## config.mk

```make
export PLATFORM = sky130hd
export DESIGN_NAME = imem_boot_loader
export DESIGN_NICKNAME = d
export VERILOG_FILES = /design/src/rtl/imem_boot_loader.sv
export SDC_FILE = /design/constraint.sdc
export NUM_CORES = 1
export LEC_CHECK = 0
export ABC_AREA = 1
export CAP_MARGIN = 20
export CELL_PAD_IN_SITES_DETAIL_PLACEMENT = 0
export CELL_PAD_IN_SITES_GLOBAL_PLACEMENT = 1
export CORE_MARGIN = 4
export CORE_UTILIZATION = 47
export DETAILED_ROUTE_END_ITERATION = 8
export PLACE_DENSITY_LB_ADDON = 0.1
export SLEW_MARGIN = 40
export SYNTH_ARGS = -nofsm -noshare
export SYNTH_HDL_FRONTEND = slang
export SYNTH_SLANG_ARGS = --single-unit
```

## constraint.sdc

```tcl
create_clock -name clock -period 4.4 [get_ports clock]
set_clock_uncertainty 0.05 [all_clocks]
set_input_delay 1.1 -clock clock [delete_from_list [all_inputs] [get_ports clock]]
set_output_delay 1.1 -clock clock [all_outputs]
set_load 0.005 [all_outputs]
```

## src/rtl/imem_boot_loader.sv

```systemverilog
`default_nettype none
// ============================================================================
// Module      : imem_boot_loader
// Description : Loads a program image from a byte stream into instruction
//               memory while holding the processor in reset, then releases
//               the processor once the image checksum has been verified.
//
//               Frame: N[7:0], N[15:8], N x 4 bytes (little-endian words),
//               then one checksum byte = XOR of every preceding frame byte.
//
// Ports       : clock      - system clock
//               reset      - asynchronous, active-low reset
//               rx_valid   - one-cycle strobe qualifying rx_data
//               rx_data    - received byte
//               start      - one-cycle pulse requesting a (re)load
//               imem_we    - instruction memory write enable (one clock/word)
//               imem_addr  - instruction memory word address
//               imem_wdata - instruction word to write
//               cpu_reset  - active-high processor reset
//               busy       - a load is in progress (LEN0..HOLD)
//               done       - image loaded and processor running
//               error      - load aborted (bad length, checksum or timeout)
// Revision    : 1.0 - initial release
// ============================================================================
module imem_boot_loader #(
  parameter int unsigned ADDR_W      = 12,
  parameter int unsigned DEPTH       = 4096,
  parameter int unsigned TIMEOUT     = 1000000,
  parameter int unsigned HOLD_CYCLES = 16
) (
  input  logic              clock,
  input  logic              reset,
  input  logic              rx_valid,
  input  logic [7:0]        rx_data,
  input  logic              start,
  output logic              imem_we,
  output logic [ADDR_W-1:0] imem_addr,
  output logic [31:0]       imem_wdata,
  output logic              cpu_reset,
  output logic              busy,
  output logic              done,
  output logic              error
);

  // Counters only need to reach LIMIT-1.
  localparam int unsigned IDLE_W = (TIMEOUT > 1) ? $clog2(TIMEOUT) : 1;
  localparam int unsigned HOLD_W = (HOLD_CYCLES > 1) ? $clog2(HOLD_CYCLES) : 1;

  typedef enum logic [2:0] {
    S_IDLE  = 3'd0,
    S_LEN0  = 3'd1,
    S_LEN1  = 3'd2,
    S_DATA  = 3'd3,
    S_CHECK = 3'd4,
    S_HOLD  = 3'd5,
    S_RUN   = 3'd6,
    S_ERR   = 3'd7
  } state_t;

  state_t            state;
  state_t            next_state;

  logic [7:0]        count_lo;
  logic [ADDR_W-1:0] last_idx;
  logic [ADDR_W-1:0] word_idx;
  logic [1:0]        byte_cnt;
  logic [23:0]       word_buf;
  logic [7:0]        csum;
  logic [IDLE_W-1:0] idle_cnt;
  logic [HOLD_W-1:0] hold_cnt;

  logic              loading;
  logic              timed_out;
  logic [16:0]       n_full;

  // States in which the receiver is being listened to and the idle watchdog runs.
  assign loading   = (state == S_LEN0) || (state == S_LEN1) ||
                     (state == S_DATA) || (state == S_CHECK);
  // Fires on the TIMEOUT-th consecutive clock without a byte.
  assign timed_out = loading && !rx_valid && (idle_cnt == IDLE_W'(TIMEOUT - 1));
  // Full word count as it becomes known on the second count byte.
  assign n_full    = {1'b0, rx_data, count_lo};

  // --------------------------------------------------------------------------
  // State register
  // --------------------------------------------------------------------------
  always_ff @(posedge clock or negedge reset) begin
    if (!reset) begin
      state <= S_IDLE;
    end else begin
      state <= next_state;
    end
  end

  // --------------------------------------------------------------------------
  // Next-state and state-decoded outputs
  // --------------------------------------------------------------------------
  always_comb begin
    next_state = state;
    cpu_reset  = 1'b1;
    busy       = 1'b0;
    done       = 1'b0;
    error      = 1'b0;

    case (state)
      S_IDLE: begin
        if (start) next_state = S_LEN0;
      end
      S_LEN0: begin
        busy = 1'b1;
        if (rx_valid) next_state = S_LEN1;
      end
      S_LEN1: begin
        busy = 1'b1;
        if (rx_valid) begin
          if (n_full > 17'(DEPTH))   next_state = S_ERR;
          else if (n_full == 17'd0)  next_state = S_CHECK;
          else                       next_state = S_DATA;
        end
      end
      S_DATA: begin
        busy = 1'b1;
        // The final word's write lands during the first CHECK cycle.
        if (rx_valid && (byte_cnt == 2'd3) && (word_idx == last_idx)) begin
          next_state = S_CHECK;
        end
      end
      S_CHECK: begin
        busy = 1'b1;
        if (rx_valid) next_state = (rx_data == csum) ? S_HOLD : S_ERR;
      end
      S_HOLD: begin
        busy = 1'b1;
        if (hold_cnt == HOLD_W'(HOLD_CYCLES - 1)) next_state = S_RUN;
      end
      S_RUN: begin
        cpu_reset = 1'b0;
        done      = 1'b1;
        if (start) next_state = S_LEN0;
      end
      S_ERR: begin
        error = 1'b1;
        if (start) next_state = S_LEN0;
      end
      default: next_state = S_IDLE;
    endcase

    if (timed_out) next_state = S_ERR;
  end

  // --------------------------------------------------------------------------
  // Datapath: word assembly, checksum, counters and memory write port
  // --------------------------------------------------------------------------
  always_ff @(posedge clock or negedge reset) begin
    if (!reset) begin
      count_lo   <= '0;
      last_idx   <= '0;
      word_idx   <= '0;
      byte_cnt   <= '0;
      word_buf   <= '0;
      csum       <= '0;
      idle_cnt   <= '0;
      hold_cnt   <= '0;
      imem_we    <= 1'b0;
      imem_addr  <= '0;
      imem_wdata <= '0;
    end else begin
      imem_we <= 1'b0;

      if (loading) begin
        idle_cnt <= rx_valid ? '0 : idle_cnt + IDLE_W'(1);
      end

      case (state)
        S_IDLE, S_RUN, S_ERR: begin
          if (start) begin
            csum     <= '0;
            idle_cnt <= '0;
            byte_cnt <= '0;
            word_idx <= '0;
          end
        end
        S_LEN0: begin
          if (rx_valid) begin
            count_lo <= rx_data;
            csum     <= csum ^ rx_data;
          end
        end
        S_LEN1: begin
          if (rx_valid) begin
            last_idx <= ADDR_W'({rx_data, count_lo} - 16'd1);
            csum     <= csum ^ rx_data;
          end
        end
        S_DATA: begin
          if (rx_valid) begin
            csum     <= csum ^ rx_data;
            byte_cnt <= byte_cnt + 2'd1;
            case (byte_cnt)
              2'd0: word_buf[7:0]   <= rx_data;
              2'd1: word_buf[15:8]  <= rx_data;
              2'd2: word_buf[23:16] <= rx_data;
              default: begin
                // Fourth byte goes straight to the write port.
                imem_we    <= 1'b1;
                imem_addr  <= word_idx;
                imem_wdata <= {rx_data, word_buf};
                word_idx   <= word_idx + ADDR_W'(1);
              end
            endcase
          end
        end
        S_CHECK: begin
          hold_cnt <= '0;
        end
        S_HOLD: begin
          hold_cnt <= hold_cnt + HOLD_W'(1);
        end
        default: ;
      endcase
    end
  end

endmodule
`default_nettype wire

```

==> flow_summary_export.csv <==
group,metric,value,unit
critical_path,critPathSlowestCell,"clkdlybuf4s50_1",
clock_tree,hold_buffers,0,
critical_path,ff2ff_path_depth,7,
synthesis,synth_enable_flop_cells,0,
cells_and_area,area_growth,19.9,%
synthesis,synth.avg_cell_area,8.21,um2
synthesis,yosysTopAreaCellShare,51.2,%
timing,hold_slack,415,ps
clock_tree,cts_tree,"done",
critical_path,cp-end-kind,"flop",
worst_hold_path,min_path_type,"flop to flop",
worst_hold_path,hold_depth,2,
clock_tree,numClockSinks,138,
drt,wirelength,16200,um
clock_tree,htree_levels,4,
synthesis,synth_area_leaders,"dfrtp_1 51%, nand2_1 15%, o21ai_0 6.0%",
synthesis,yosysUniqueCellTypes,42,
place,place_ws,848,ps
synthesis,ys_ff_latch,138,
drt,ant_nets,0,
grt,overflow,0,
critical_path,crit_fanout,41,
timing,relSlewSlack,48.0,%
synthesis,synth_nets,843,
grt,antenna_found_initial,0,
clock_tree,clock_path_buffers,2,
critical_path,slowest_delay,580,ps
timing,tightestPinTransition,777,ps
drt,wire_per_inst,15.0,um
synthesis,synth_top_area_cell,"dfrtp_1",
critical_path,required,4700,ps
drt,drtPass1Iterations,7,
synthesis,synthCells,821,
drt,drt_iter0_drc,538,
clock_tree,post_cts_resized,0,
cells_and_area,antenna_cells,0,
die,die_h,128,um
timing,setup_viol,0,
critical_path,critPathArrivalTime,3410,ps
drt,viasPerCell,5.19,
die,dieArea,0.0163,mm2
critical_path,cpMostUsedCell,"nand2_1",
timing,post-route-period-util,70.7,%
critical_path,start_kind,"input pin",
place,port_buffers,60,
cells_and_area,drive_above_1_share,8.34,%
worst_hold_path,worstHoldStart,"word_buf[1]",
critical_path,cp-endpoint,"imem_wdata[13]",
die,io_pins,61,
place,routabilityCongestion,0.917,
status,status,"completed",
die,core-area,0.0140,mm2
critical_path,worstReg2RegStart,"state[2]",
drt,drcViolationCount,0,
die,die_w,128,um
synthesis,yosysSeqAreaShare,51.2,%
power,peakVddDrop,0.270,mV
critical_path,crit_chain,"clkdlybuf4s50_1 -> inv_1 -> nor2_4 -> nand2_2 -> inv_2 -> nand2_1 -> nand2_1",
timing,final.setup.tns,0,ps
grt,grtUsageTotal,20.9,%
die,rows,43,
place,dp_hpwl,11400,um
grt,grt_max_degree,77,
cells_and_area,nets,908,
flow_run,cap_violations,0,
clock_tree,clkTransAtPathRegs,60,ps
timing,period_needed,3110,ps
cells_and_area,fill_cells,1279,
critical_path,critical_path_class,"input pin to flop",
power,p_total,4.29,mW
clock_tree,root_buffer,"clkbuf_16",
synthesis,netlist_area,0.00674,mm2
power,p_leak,3.76,nW
critical_path,worst_r2r_endpoint,"imem_wdata[13]",
synthesis,yosys_warnings,0,
synthesis,synthMostInstantiatedCell,"nand2_1",
grt,grt_pass1_wl,27300,um
grt,grt_pass1_vias,5431,
timing,worst_slack,1290,ps
synthesis,netlist_top_cells_count,"261 x nand2_1, 138 x dfrtp_1, 81 x o21ai_0",
power,power_density,531,mW/mm2
clock_tree,cts_setup_buffers,0,
timing,fmaxAchievable,321,MHz
die,initial_core_util,48.2,%
critical_path,rrSetupSlack,2050,ps
synthesis,synthFlopType,"dfrtp_1",
synthesis,postSynth.asyncResetShare,100,%
timing,drv_slew,0,
clock_tree,clock_latency,420,ps
timing,rsz0062_at_grt,"no",
timing,hold_violations,0,
drt,vias,5603,
clock_tree,cts_buffers,17,
critical_path,startpoint,"rx_valid",
layer usage:
metal	wire length [um]	track usage, %	up-vias	part of all wire (%)
met1	7330	28.0	2654	45
li1	-	-	2784	-
met4	274	6.74	0	1.7
met2	7800	34.7	140	48
met3	781	3.58	25	4.8
met5	0	0	-	0
logic make-up (layout without fill, tap and decap cells):
| family | Yosys count | count (layout) | synth area share, % |
|---|---|---|---|
| AOI/OAI and AO/OA | 116 | 116 | 9.84 |
| xor gates and xnor gates | 18 | 18 | 2.34 |
| DFF | 138 | 138 | 51.2 |
| and+or+nand+nor | 435 | 435 | 27.5 |
| adders and majority gates | 10 | 10 | 1.86 |
| buffers and inverters | 96 | 174 | 5.85 |
| muxes | 8 | 8 | 1.34 |
cell type report:
class                      instances  area, um2  area share, %
clock buffer                      19        453           5.61
clock inverter                    13        118           1.46
inverter                          79        300           3.72
sequential                       138       3450           42.8
multi-input combinational        587       2890           35.8
tap                              180        225           2.79
timing repair buffer              63        637           7.88
how the worst min path moves through the flow:
stage,end,slack (ps)
after floorplan,imem_wdata[0],390
after global placement,imem_wdata[11],400
after detailed placement,imem_wdata[1],400
after CTS,imem_wdata[1],420
after global routing,imem_wdata[3],440
final,imem_wdata[1],410
worst max-delay path, delay by kind of cell:
kind,cells,cell delay (ps)
buf+inv,3,1390
simple gates,4,890
flip-flops by register name, indices dropped and copies added, names as in the netlist:
signal      cells
byte_cnt        2
count_lo        8
csum            8
hold_cnt        4
idle_cnt       20
imem_addr      12
imem_wdata     32
imem_we         1
last_idx       12
state           3
word_buf       24
word_idx       12
power breakdown:
group	leakage [nW]	internal [mW]	total [mW]	switching (mW)
sequential	1.86	1.52	1.72	0.199
combinational	1.63	0.451	1.19	0.742
clock	0.268	0.809	1.37	0.564
placed cells by master (no fill, tap or decap), drive strengths merged, types with 9 or more instances in the layout:
cell | synthesis | routed
nand2 | 266 | 266
dfrtp | 138 | 138
o21ai | 93 | 93
inv | 76 | 79
nor2 | 77 | 77
clkdlybuf4s50 | 0 | 59
nand3 | 49 | 49
nor3 | 28 | 28
clkbuf | 7 | 19
a21oi | 14 | 14
xnor2 | 12 | 12
ha | 10 | 10
nand4 | 9 | 9
metrics by stage:
stage / cell area [um2] / cells / util, %
after global placement: 7500 / 1047 / 53.6
after CTS: 8070 / 1079 / 57.7
final: 8080 / 1079 / 57.7
after detailed placement: 7500 / 1047 / 53.6
after global routing: 8080 / 1079 / 57.7
after floorplan: 6740 / 821 / -
Power figures use the tool's default switching activity.
